--- config.mk ---
export PLATFORM = sky130hd
export DESIGN_NAME = layer4_fc_sched
export DESIGN_NICKNAME = d
export VERILOG_FILES = /design/src/rtl/layer4_fc_sched.sv
export SDC_FILE = /design/constraint.sdc
export NUM_CORES = 1
export LEC_CHECK = 0
export CAP_MARGIN = 20
export CORE_MARGIN = 3
export CORE_UTILIZATION = 56
export CTS_BUF_LIST = sky130_fd_sc_hd__clkbuf_4 sky130_fd_sc_hd__clkbuf_8
export DETAILED_ROUTE_END_ITERATION = 8
export PLACE_DENSITY = 0.88
export SETUP_SLACK_MARGIN = 0.2
export SYNTH_ARGS = -nofsm -noshare
export SYNTH_HDL_FRONTEND = slang
export SYNTH_SLANG_ARGS = --single-unit
export TNS_END_PERCENT = 50
--- constraint.sdc ---
create_clock -name ap_clk -period 5.36 [get_ports ap_clk]
set_input_delay 0.804 -clock ap_clk [delete_from_list [all_inputs] [get_ports ap_clk]]
set_output_delay 0.804 -clock ap_clk [all_outputs]
set_load 0.02 [all_outputs]
--- src/rtl/layer4_fc_sched.sv ---
// Layer 4 FC sequencer: splits the weight stream into bias + per-beat weight vectors and pairs them with activations.
// Optional next-vector weight prefetch during ISSUE is enabled by defining LAYER4_SCHED_PREFETCH_EN.
module layer4_fc_sched #(
  parameter int unsigned N_OUT  = 10,
  parameter int unsigned W_W    = 16,
  parameter int unsigned IN_LEN = 192
) (
  input  logic                   ap_clk,
  input  logic                   ap_rst,
  input  logic                   start,
  output logic                   busy,
  output logic                   done,
  input  logic [W_W-1:0]         fc_weight_TDATA,
  input  logic                   fc_weight_TVALID,
  output logic                   fc_weight_TREADY,
  input  logic [31:0]            a_Data_TDATA,
  input  logic                   a_Data_TVALID,
  output logic                   a_Data_TREADY,
  output logic [31:0]            fc_a_TDATA,
  output logic [N_OUT*W_W-1:0]   fc_w_TDATA,
  output logic                   fc_TVALID,
  input  logic                   fc_TREADY,
  output logic                   fc_TLAST,
  output logic [N_OUT*W_W-1:0]   bias_data,
  output logic                   bias_valid,
  input  logic                   label_done
);

  localparam int unsigned WCNT_W = (N_OUT > 1) ? $clog2(N_OUT) : 1;
  localparam int unsigned ICNT_W = (IN_LEN > 1) ? $clog2(IN_LEN + 1) : 1;
  localparam logic [WCNT_W-1:0] WCNT_LAST = WCNT_W'(N_OUT - 1);
  localparam logic [ICNT_W-1:0] ICNT_LAST = ICNT_W'(IN_LEN - 1);

  typedef enum logic [2:0] {
    S_IDLE,
    S_BIAS,
    S_WGATH,
    S_ISSUE,
    S_WAIT_LBL
  } state_t;

  state_t                 r_state;
  state_t                 w_state_nxt;
  logic [WCNT_W-1:0]      r_wcnt;
  logic [ICNT_W-1:0]      r_in_cnt;
  logic [W_W-1:0]         r_bias [N_OUT];
  logic [W_W-1:0]         r_gath [N_OUT];
  logic [N_OUT*W_W-1:0]   r_fc_w;
  logic                   r_bias_valid;
  logic                   r_done;
  logic                   w_wt_rdy;
  logic                   w_wt_hs;
  logic                   w_xfer;
  logic                   w_last;
  logic                   w_pf_rdy;
  logic                   w_pf_full;

  assign w_last   = (r_in_cnt == ICNT_LAST);
  assign w_xfer   = (r_state == S_ISSUE) && a_Data_TVALID && fc_TREADY;
  assign w_wt_rdy = (r_state == S_BIAS) || (r_state == S_WGATH) ||
                    ((r_state == S_ISSUE) && w_pf_rdy);
  assign w_wt_hs  = fc_weight_TVALID && w_wt_rdy;

`ifdef LAYER4_SCHED_PREFETCH_EN
  localparam int unsigned PCNT_W = $clog2(N_OUT + 1);

  logic [W_W-1:0]    r_pf [N_OUT];
  logic [PCNT_W-1:0] r_pcnt;
  logic [PCNT_W-1:0] w_pf_fill;
  logic [W_W-1:0]    w_pf_merged [N_OUT];
  logic              w_pf_hs;

  // Never fetch past the last beat of the frame.
  assign w_pf_rdy  = (r_pcnt < PCNT_W'(N_OUT)) && !w_last;
  assign w_pf_hs   = (r_state == S_ISSUE) && w_wt_hs;
  assign w_pf_fill = r_pcnt + PCNT_W'(w_pf_hs);
  assign w_pf_full = (w_pf_fill == PCNT_W'(N_OUT));

  // Prefetch buffer with the word arriving this cycle folded in.
  always_comb begin
    for (int k = 0; k < N_OUT; k++) begin
      w_pf_merged[k] = (w_pf_hs && (r_pcnt == PCNT_W'(k))) ? fc_weight_TDATA : r_pf[k];
    end
  end

  always_ff @(posedge ap_clk) begin
    if (ap_rst) begin
      r_pcnt <= '0;
      for (int k = 0; k < N_OUT; k++) r_pf[k] <= '0;
    end else if ((r_state == S_IDLE) && start) begin
      r_pcnt <= '0;
    end else if (w_xfer) begin
      r_pcnt <= '0;
    end else if (w_pf_hs) begin
      r_pf[WCNT_W'(r_pcnt)] <= fc_weight_TDATA;
      r_pcnt                <= r_pcnt + PCNT_W'(1);
    end
  end
`else
  assign w_pf_rdy  = 1'b0;
  assign w_pf_full = 1'b0;
`endif

  always_ff @(posedge ap_clk) begin
    if (ap_rst) r_state <= S_IDLE;
    else        r_state <= w_state_nxt;
  end

  always_comb begin
    w_state_nxt   = r_state;
    busy          = (r_state != S_IDLE);
    fc_TVALID     = 1'b0;
    fc_TLAST      = 1'b0;
    a_Data_TREADY = 1'b0;
    case (r_state)
      S_IDLE:     if (start) w_state_nxt = S_BIAS;
      S_BIAS:     if (w_wt_hs && (r_wcnt == WCNT_LAST)) w_state_nxt = S_WGATH;
      S_WGATH:    if (w_wt_hs && (r_wcnt == WCNT_LAST)) w_state_nxt = S_ISSUE;
      S_ISSUE: begin
        fc_TVALID     = a_Data_TVALID;
        a_Data_TREADY = fc_TREADY;
        fc_TLAST      = w_last;
        if (w_xfer) begin
          if (w_last)          w_state_nxt = S_WAIT_LBL;
          else if (!w_pf_full) w_state_nxt = S_WGATH;
        end
      end
      S_WAIT_LBL: if (label_done) w_state_nxt = S_IDLE;
      default:    w_state_nxt = S_IDLE;
    endcase
  end

  // Counters, bias capture, vector gather and issue register.
  always_ff @(posedge ap_clk) begin
    if (ap_rst) begin
      r_wcnt       <= '0;
      r_in_cnt     <= '0;
      r_fc_w       <= '0;
      r_bias_valid <= 1'b0;
      r_done       <= 1'b0;
      for (int k = 0; k < N_OUT; k++) begin
        r_bias[k] <= '0;
        r_gath[k] <= '0;
      end
    end else begin
      r_done <= 1'b0;
      case (r_state)
        S_IDLE: begin
          if (start) begin
            r_bias_valid <= 1'b0;
            r_wcnt       <= '0;
            r_in_cnt     <= '0;
          end
        end
        S_BIAS: begin
          if (w_wt_hs) begin
            r_bias[r_wcnt] <= fc_weight_TDATA;
            if (r_wcnt == WCNT_LAST) begin
              r_wcnt       <= '0;
              r_bias_valid <= 1'b1;
            end else begin
              r_wcnt <= r_wcnt + WCNT_W'(1);
            end
          end
        end
        S_WGATH: begin
          if (w_wt_hs) begin
            r_gath[r_wcnt] <= fc_weight_TDATA;
            if (r_wcnt == WCNT_LAST) begin
              r_wcnt <= '0;
              for (int k = 0; k < N_OUT; k++) begin
                r_fc_w[k*W_W +: W_W] <= (k == int'(N_OUT - 1)) ? fc_weight_TDATA : r_gath[k];
              end
            end else begin
              r_wcnt <= r_wcnt + WCNT_W'(1);
            end
          end
        end
        S_ISSUE: begin
          if (w_xfer) begin
            if (w_last) begin
              r_in_cnt <= '0;
            end else begin
              r_in_cnt <= r_in_cnt + ICNT_W'(1);
`ifdef LAYER4_SCHED_PREFETCH_EN
              // Full buffer issues straight away; a partial one seeds the gather.
              if (w_pf_full) begin
                for (int k = 0; k < N_OUT; k++) r_fc_w[k*W_W +: W_W] <= w_pf_merged[k];
              end else begin
                for (int k = 0; k < N_OUT; k++) r_gath[k] <= w_pf_merged[k];
                r_wcnt <= WCNT_W'(w_pf_fill);
              end
`endif
            end
          end
        end
        S_WAIT_LBL: if (label_done) r_done <= 1'b1;
        default: ;
      endcase
    end
  end

  for (genvar k = 0; k < N_OUT; k++) begin : g_bias
    assign bias_data[k*W_W +: W_W] = r_bias[k];
  end

  assign fc_weight_TREADY = w_wt_rdy;
  assign fc_a_TDATA       = a_Data_TDATA;
  assign fc_w_TDATA       = r_fc_w;
  assign bias_valid       = r_bias_valid;
  assign done             = r_done;

endmodule

==> results.toml, run 1 <==
[global_routing]
grt_pass1_wl_um = 73110
grtUsageTotal_pct = 28.88
antenna_found_initial = 0
grt_pass1_vias = 12200
grt_max_degree = 122
grt_remaining_overflow = 0

[floorplanning]
die-area_um2 = 33710
die_x_um = 183.6
die_h_um = 183.6
std_cell_rows = 64
num_io_pins = 414
start_util_pct = 57.30
fp.coreArea_um2 = 30830

[route]
top_layer_used = "met4"
dr.pass1.iters = 5
drtIter0Drc = 1388
wirelength_um = 50440
drc_errors = 0
via_count = 13090
wl_per_cell_um = 21.68
via_per_inst = 5.626
wl_met2_um = 24080
route.layer.met1.wl_um = 17610
drtAntennaViolNets = 0
wl_met3_um = 6861

[placed_design]
place_area_um2 = 21060
hpwl_um = 34040
io_buffers = 349
gp_congestion = 0.8747

[synthesis]
syn-cell-area_um2 = 17660
ys.flop_type = "edfxtp_1"
ys_seq_area_share_pct = 71.74
syn_nets = 1621
yosys_warnings = 0
synth_cells = 1563
ys_ff_latch = 481
synth_cell_types = 52
async_flop_share_pct = 0
synth_edf_count = 304
synth.avg_cell_area_um2 = 11.30

[clock_network]
clk_pin_slew_ns = 0.06
worstSkewPairLatency_ns = 0.61
clock_path_buffers = 3
cts_resized = 0
htree_levels = 3
post-cts-setup-buffer-count = 0
clock-sinks = 481
cts_tree = "done"
ctsHoldBuffers = 0
cts_root_buffer = "clkbuf_8"
cts_made_buffers = 73

[critical_path]
worstPathMaxFanout = 19
critPathKind = "flip-flop to output port"
cp.required_ns = 4.56
crit_arrival_ns = 2.53
cp-end-kind = "output port"
cp_cell_sequence = "and3b_1 > and2_1 > clkdlybuf4s50_1"
startpoint = "r_state[0]"
r2r-start = "r_state[1]"
cp_slowest_stage_delay_ns = 0.80
r2r_setup_slack_ns = 2.31
cp_slowest_cell = "dfxtp_1"
r2r_cells = 4
r2r_end = "r_gath[6][15]"
startpoint_type = "flip-flop"

[finish]
syn_to_final_growth_pct = 28.42
n_antenna_cell = 0
stdcell_area_um2 = 22690
nNetsFinal = 1932
final_common_cell = "nand2_1"
final_cell_mix = "385 x nand2_1, 348 x clkdlybuf4s50_1, 304 x edfxtp_1, 273 x nor2_1, 177 x dfxtp_1"
drive_gt1_share_pct = 8.027

[timing]
fin_crit_sh_pct = 62.25
max_freq_mhz = 299.7
min_period_ns = 3.336
finalHoldViolCount = 0
setup_viol = 0
grt_setup_unrepaired = "no"
maxSlewHeadroom_pct = 27.04
tns_ns = 0
skew_ns = 0.03984
worst_pin_slew_ns = 1.094
slew_violations = 0

[flow_run]
drv_cap = 0

[status]
status = "finished, final reports clean"

[worst_hold_path]
min_from = "fc_w_TDATA[107]"
whs_endpoint = "fc_w_TDATA[107]"
min_path_type = "flip-flop to flip-flop"
hold_depth = 2

[pwr]
power_leakage_uw = 0.007681
irDropWorstVdd_uv = 324.1
powerDensity_nw_per_um2 = 356.1
==> through the flow <==
step | total power [µW] | cells | hold WS [ns] | utilization (%) | setup slack, ns
floorplan | 4608 | 1563 | 0.4713 | - | 2.938
global placement | 4840 | 2194 | 0.4440 | 68.32 | 1.666
detailed placement | 4859 | 2194 | 0.4459 | 68.32 | 1.603
CTS | 8082 | 2326 | 0.4541 | 73.56 | 2.027
global route | 8289 | 2327 | 0.4763 | 73.58 | 1.861
finish | 8077 | 2327 | 0.4534 | 73.58 | 2.024
==> synthesized netlist by cell type, drive strengths merged (3+ instances only) <==
cell type / n / area share, %
inv: 19 / 0.40
or3: 3 / 0.11
a21oi: 169 / 4.8
nor3: 5 / 0.20
and3: 3 / 0.11
a2111oi: 3 / 0.47
nand3: 8 / 0.23
nand3b: 3 / 0.13
buf: 72 / 2.7
o31ai: 3 / 0.13
o21ai: 3 / 0.085
nand2: 386 / 8.2
edfxtp: 304 / 52
nor2: 274 / 5.8
dfxtp: 177 / 20
and2: 35 / 1.2
clkbuf: 48 / 1.0
xnor2: 8 / 0.40
a211oi: 3 / 0.13
ha: 3 / 0.21
==> cells by family after synthesis <==
logic type	share of synthesized area, %
buf+inv	4.151
compound gates	6.106
mux	0.1204
xor+xnor	0.3967
fa+ha+maj	0.2125
flops	71.74
simple gates	17.28
==> where the power goes <==
| group | switching, µW | internal, µW | total, µW |
|---|---|---|---|
| logic | 423 | 220 | 643 |
| registers | 105 | 4050 | 4150 |
| clock network | 1410 | 1870 | 3280 |
| total | 1940 | 6140 | 8080 |
==> worst max-delay path by stage <==
stage | to
finish | a_Data_TREADY
global route | fc_TLAST
CTS | a_Data_TREADY
detailed placement | r_gath[6][6]
global placement | r_gath[6][6]
floorplan | r_gath[6][0]
==> sequential cells by signal, summed over array words and instances (netlist names) <==
name and flops:
r_bias 160, fc_w_TDATA 160, bias_valid 1, r_in_cnt 8, r_wcnt 4, r_state 3
done 1, r_gath 144
==> cell type report <==
type / instances / area, µm²
inverters: 20 / 75.07
flip-flops and latches: 481 / 12670
multi-input cells: 942 / 4269
fillers: 1960 / 8144
clock inverters: 16 / 211.5
well taps: 396 / 495.5
clock buffers: 116 / 1403
repair buffers: 356 / 3560
==> per-layer routing <==
metal	global-route usage [%]	vias to the layer above
met5	0	-
met4	11.52	0
met3	10.70	120
met2	47.07	912
met1	35.21	6226
li1	-	5833
==> worst max-delay path, delay by kind of cell, from the launching register on <==
kind                   cells  cell delay [ns]
flip-flops                 1             0.80
buffers and inverters      1             0.61
AND/OR/NAND/NOR            2             0.54
Note: power is estimated with default switching activity, not from simulation.
==> run 2: changes to the inputs <==
--- a/config.mk
+++ b/config.mk
@@ -7,10 +7,10 @@
 export LEC_CHECK = 0
 export CAP_MARGIN = 20
 export CORE_MARGIN = 3
-export CORE_UTILIZATION = 56
+export CORE_UTILIZATION = 52
 export CTS_BUF_LIST = sky130_fd_sc_hd__clkbuf_4 sky130_fd_sc_hd__clkbuf_8
 export DETAILED_ROUTE_END_ITERATION = 8
-export PLACE_DENSITY = 0.88
+export PLACE_DENSITY = 0.83
 export SETUP_SLACK_MARGIN = 0.2
 export SYNTH_ARGS = -nofsm -noshare
 export SYNTH_HDL_FRONTEND = slang
==> constraint.sdc (replaced) <==
create_clock -name ap_clk -period 3.4 [get_ports ap_clk]
set_input_delay 0.51 -clock ap_clk [delete_from_list [all_inputs] [get_ports ap_clk]]
set_output_delay 0.51 -clock ap_clk [all_outputs]
set_load 0.02 [all_outputs]
==> run 2 against run 1 <==
Net effect:
- die area rose by 7.4%
- utilization is 4.0 points lower
- global-route usage fell by 0.66 points
- critical path depth stayed put
==> results.toml, run 2 (synthesis results as in run 1) <==
[status]
status = "finished, final reports clean"

[timing]
finalHoldViolCount = 0
skew_ns = 0.04764
worst_pin_slew_ns = 0.9560
min_period_ns = 3.007
fin_crit_sh_pct = 88.43
setup_viol = 0
holdWs_ns = 0.3667
max_freq_mhz = 332.6
slew_violations = 0
grt_setup_unrepaired = "no"
tns_ns = 0
maxSlewHeadroom_pct = 36.26

[global_routing]
grt_pass1_vias = 13080
grtUsageTotal_pct = 28.23
grt_pass1_wl_um = 76950
grt_remaining_overflow = 0
grt_max_degree = 96
antenna_found_initial = 1

[route]
drc_errors = 0
drtIter0Drc = 1175
wirelength_um = 51890
drtAntennaViolNets = 0
dr.pass1.iters = 5
via_count = 13130
wl_per_cell_um = 21.52
via_per_inst = 5.448

[placed_design]
io_buffers = 349
gp_congestion = 0.8217
hpwl_um = 34920
place_area_um2 = 21430

[finish]
syn_to_final_growth_pct = 30.20
final_cell_mix = "385 x nand2_1, 348 x clkdlybuf4s50_1, 304 x edfxtp_1, 273 x nor2_1, 176 x dfxtp_1"
fin_util_pct = 69.63
stdcell_area_um2 = 23000
drive_gt1_share_pct = 9.812
nNetsFinal = 1969
final_common_cell = "nand2_1"

[floorplanning]
fp.coreArea_um2 = 33030
start_util_pct = 53.48
std_cell_rows = 66
die_h_um = 190.3
num_io_pins = 414
die-area_um2 = 36220
die_x_um = 190.3

[clock_network]
clk_pin_slew_ns = 0.06
cts_root_buffer = "clkbuf_8"
worstSkewPairLatency_ns = 0.60
post-cts-setup-buffer-count = 0
htree_levels = 3
clock_path_buffers = 3
cts_made_buffers = 77
clock-sinks = 481
cts_tree = "done"

[pwr]
power_leakage_uw = 0.007834
powerDensity_nw_per_um2 = 548.8
irDropWorstVdd_uv = 436.1

[critical_path]
worstPathMaxFanout = 19
r2r_setup_slack_ns = 0.88
cp.required_ns = 2.89
cp_cell_sequence = "nand3b_1 > nor3_1 > clkdlybuf4s50_1"
cp-end-kind = "output port"
critPathKind = "flip-flop to output port"
path_delay_family = "flip-flops"
worst-path-buf-inv = 1
cp_slowest_stage_delay_ns = 0.74
crit_arrival_ns = 2.50
cp_slowest_cell = "dfxtp_1"
startpoint_type = "flip-flop"

[flow_run]
drv_cap = 0

[worst_hold_path]
min_path_type = "input port to flip-flop"
-- run 2: changes by cell type in the layout (fill, tap and decap cells not counted), moves of 2 or more --
cell,previous run,this run
buf_4,6,35
inv_8,1,3
buf_12,1,5
clkbuf_8,85,80
clkbuf_4,31,40
diode_2,0,2
bufinv_16,4,2
inv_6,2,0
-- run 2: worst paths after layout --
check / startpoint / endpoint / depth (start not counted)
min: ap_rst / r_state[2] / 2
min reg2reg: fc_w_TDATA[134] / fc_w_TDATA[134] / 2
max: r_state[0] / fc_TLAST / 3
max reg2reg: r_state[0] / r_bias[6][6] / 4
-- run 2: metrics by stage --
step	std cells	worst slack [ns]	power, µW
2_1_floorplan	1563	1.236	7265
3_3_place_gp	2274	0.5383	7657
3_5_place_dp	2274	0.4974	7682
4_1_cts	2409	0.3419	12670
5_1_grt	2410	0.2504	13010
6_report	2411	0.3933	12620
-- run 2: timing repair --
item	4_1_cts	5_1_grt
endpoints found under the setup margin	2	0
gates resized for setup	1	0
hold buffers	0	0
-- run 2: power by group --
group          internal (µW)  switching (µW)  leakage [µW]
Combinational            361             688       0.00243
Sequential              6380             150       0.00457
Clock                   2800            2250      0.000841
Total                   9540            3080       0.00783
-- run 2: cell type report --
type | count | area (µm²)
flip-flops and latches | 481 | 12670
well taps | 442 | 553.0
clock inverters | 15 | 165.2
diodes | 2 | 5.005
multi-input cells | 942 | 4269
fillers | 2237 | 10030
repair buffers | 389 | 3857
clock buffers | 120 | 1401
inverters | 20 | 75.07
-- run 2: layer usage --
layer	track usage (%)	up-vias	wire [µm]
met3	11.60	153	7108
li1	-	5908	-
met5	0	-	0
met1	33.67	6242	18300
met2	44.09	831	23970
met4	14.82	0	2512
==> run 3: changes to the inputs <==
--- a/config.mk
+++ b/config.mk
@@ -11,7 +11,7 @@
 export CTS_BUF_LIST = sky130_fd_sc_hd__clkbuf_4 sky130_fd_sc_hd__clkbuf_8
 export DETAILED_ROUTE_END_ITERATION = 8
 export PLACE_DENSITY = 0.83
-export SETUP_SLACK_MARGIN = 0.2
+export SETUP_SLACK_MARGIN = 0.1
 export SYNTH_ARGS = -nofsm -noshare
 export SYNTH_HDL_FRONTEND = slang
 export SYNTH_SLANG_ARGS = --single-unit
==> run 3 against run 2 <==
Net effect:
- total power is essentially flat
- utilization increased by 0.079 points
- critical path depth stayed put
- clock-buffer cell count unchanged
- clock power about the same
- routed wire length is 0.18% higher
- first-iteration DRC count shrank 1.9%
- cell area grew 0.11%
- hold slack got worse by 0.0068 ns
- cell count is essentially flat
- global-route usage is the same
- clock skew grew 0.0015 ns
- critical endpoint unchanged
- largest cell class unchanged
==> results.toml, run 3 (synthesis results as in run 1) <==
[critical_path]
cp-end-kind = "output port"
cp_cell_sequence = "nand3b_1 > nor3_1 > clkdlybuf4s50_1"
crit_arrival_ns = 2.53
critPathKind = "flip-flop to output port"
cp.required_ns = 2.89
r2r_setup_slack_ns = 0.88
endpoint = "fc_TLAST"
r2r_cells = 4
path_depth = 3
startpoint_type = "flip-flop"
worst-path-buf-inv = 1
startpoint = "r_state[0]"
r2r_end = "r_bias[6][6]"
path_delay_family = "flip-flops"
worstPathMaxFanout = 19
cp_slowest_stage_delay_ns = 0.74
cp_slowest_cell = "dfxtp_1"
r2r-start = "r_state[0]"

[finish]
fill_cells = 2233
stdcell_area_um2 = 23030
nNetsFinal = 1970
syn_to_final_growth_pct = 30.35
multiInputGateArea_um2 = 4269
final_common_cell = "nand2_1"
final_cell_mix = "385 x nand2_1, 348 x clkdlybuf4s50_1, 304 x edfxtp_1, 273 x nor2_1, 177 x dfxtp_1"
seqCellArea_um2 = 12670
drive_gt1_share_pct = 9.807

[floorplanning]
start_util_pct = 53.48
fp.coreArea_um2 = 33030
std_cell_rows = 66
die-area_um2 = 36220
die_h_um = 190.3
die_x_um = 190.3
num_io_pins = 414

[route]
via_per_inst = 5.438
top_layer_used = "met4"
drtIter0Drc = 1153
wl_per_cell_um = 21.55
dr.pass1.iters = 5
wl_met3_um = 6856
via_count = 13120
wirelength_um = 51980
drc_errors = 0
route.layer.met1.wl_um = 18520
drtAntennaViolNets = 0
wl_met2_um = 24060

[clock_network]
ctsHoldBuffers = 0
post-cts-setup-buffer-count = 0
worstSkewPairLatency_ns = 0.60
cts_root_buffer = "clkbuf_8"
clock_path_buffers = 3
htree_levels = 3
cts_tree = "done"
cts_made_buffers = 77
cts_resized = 0
clock-sinks = 481
clk_pin_slew_ns = 0.06

[global_routing]
grt_pass1_vias = 13080
grt_remaining_overflow = 0
grtUsageTotal_pct = 28.23
grt_pass1_wl_um = 76950
grt_max_degree = 96
antenna_found_initial = 1

[timing]
fin_crit_sh_pct = 89.33
setup_viol = 0
finalHoldViolCount = 0
skew_ns = 0.04918
holdWs_ns = 0.3599
grt_setup_unrepaired = "no"
tns_ns = 0
min_period_ns = 3.037
worst_pin_slew_ns = 0.9593
slew_violations = 0
maxSlewHeadroom_pct = 36.05
max_freq_mhz = 329.2

[pwr]
powerDensity_nw_per_um2 = 547.9
power_uw = 12620
irDropWorstVdd_uv = 437.9
power_leakage_uw = 0.007845

[status]
status = "finished, final reports clean"

[placed_design]
hpwl_um = 34920
gp_congestion = 0.8217
io_buffers = 349
place_area_um2 = 21430

[worst_hold_path]
min_path_type = "input port to flip-flop"
hold_depth = 2

[flow_run]
drv_cap = 0
==> run 3: cell type report <==
| cell class | instances | area share, % |
|---|---|---|
| Clock buffer | 120 | 6.086 |
| Antenna cell | 2 | 0.02174 |
| Clock inverter | 15 | 0.7173 |
| Tap cell | 442 | 2.402 |
| Sequential cell | 481 | 55.03 |
| Multi-Input combinational cell | 942 | 18.54 |
| Inverter | 20 | 0.3260 |
| Timing Repair Buffer | 390 | 16.87 |
==> run 3: through the flow <==
step	worst slack (ns)	utilization, %	std cells
after floorplan	1.236	-	1563
after global placement	0.5383	64.87	2274
after detailed placement	0.4974	64.87	2274
after CTS	0.1531	69.61	2409
after global routing	0.2498	69.70	2411
final	0.3628	69.71	2412
==> run 3: worst min-delay path by stage <==
| stage | start | endpoint | slack, ns |
|---|---|---|---|
| after detailed placement | fc_w_TDATA[89] | fc_w_TDATA[89] | 0.45 |
| after global routing | ap_rst | r_state[2] | 0.37 |
| after floorplan | r_gath[0][0] | fc_w_TDATA[0] | 0.47 |
| final | ap_rst | r_state[2] | 0.36 |
| after global placement | fc_w_TDATA[125] | fc_w_TDATA[125] | 0.44 |
| after CTS | ap_rst | r_state[2] | 0.34 |
==> run 3: routing by layer <==
layer	GRT usage [%]	vias to the layer above
met1	33.67	6256
met3	11.60	165
met4	14.82	0
met2	44.09	784
li1	-	5912
met5	0	-
==> run 3: where the power goes <==
group	internal, µW	leakage (µW)	total [µW]	switching [µW]
clock	2800	0.000841	5040	2240
sequential	6380	0.00456	6530	151
combinational	361	0.00244	1050	688
total	9540	0.00784	12600	3080
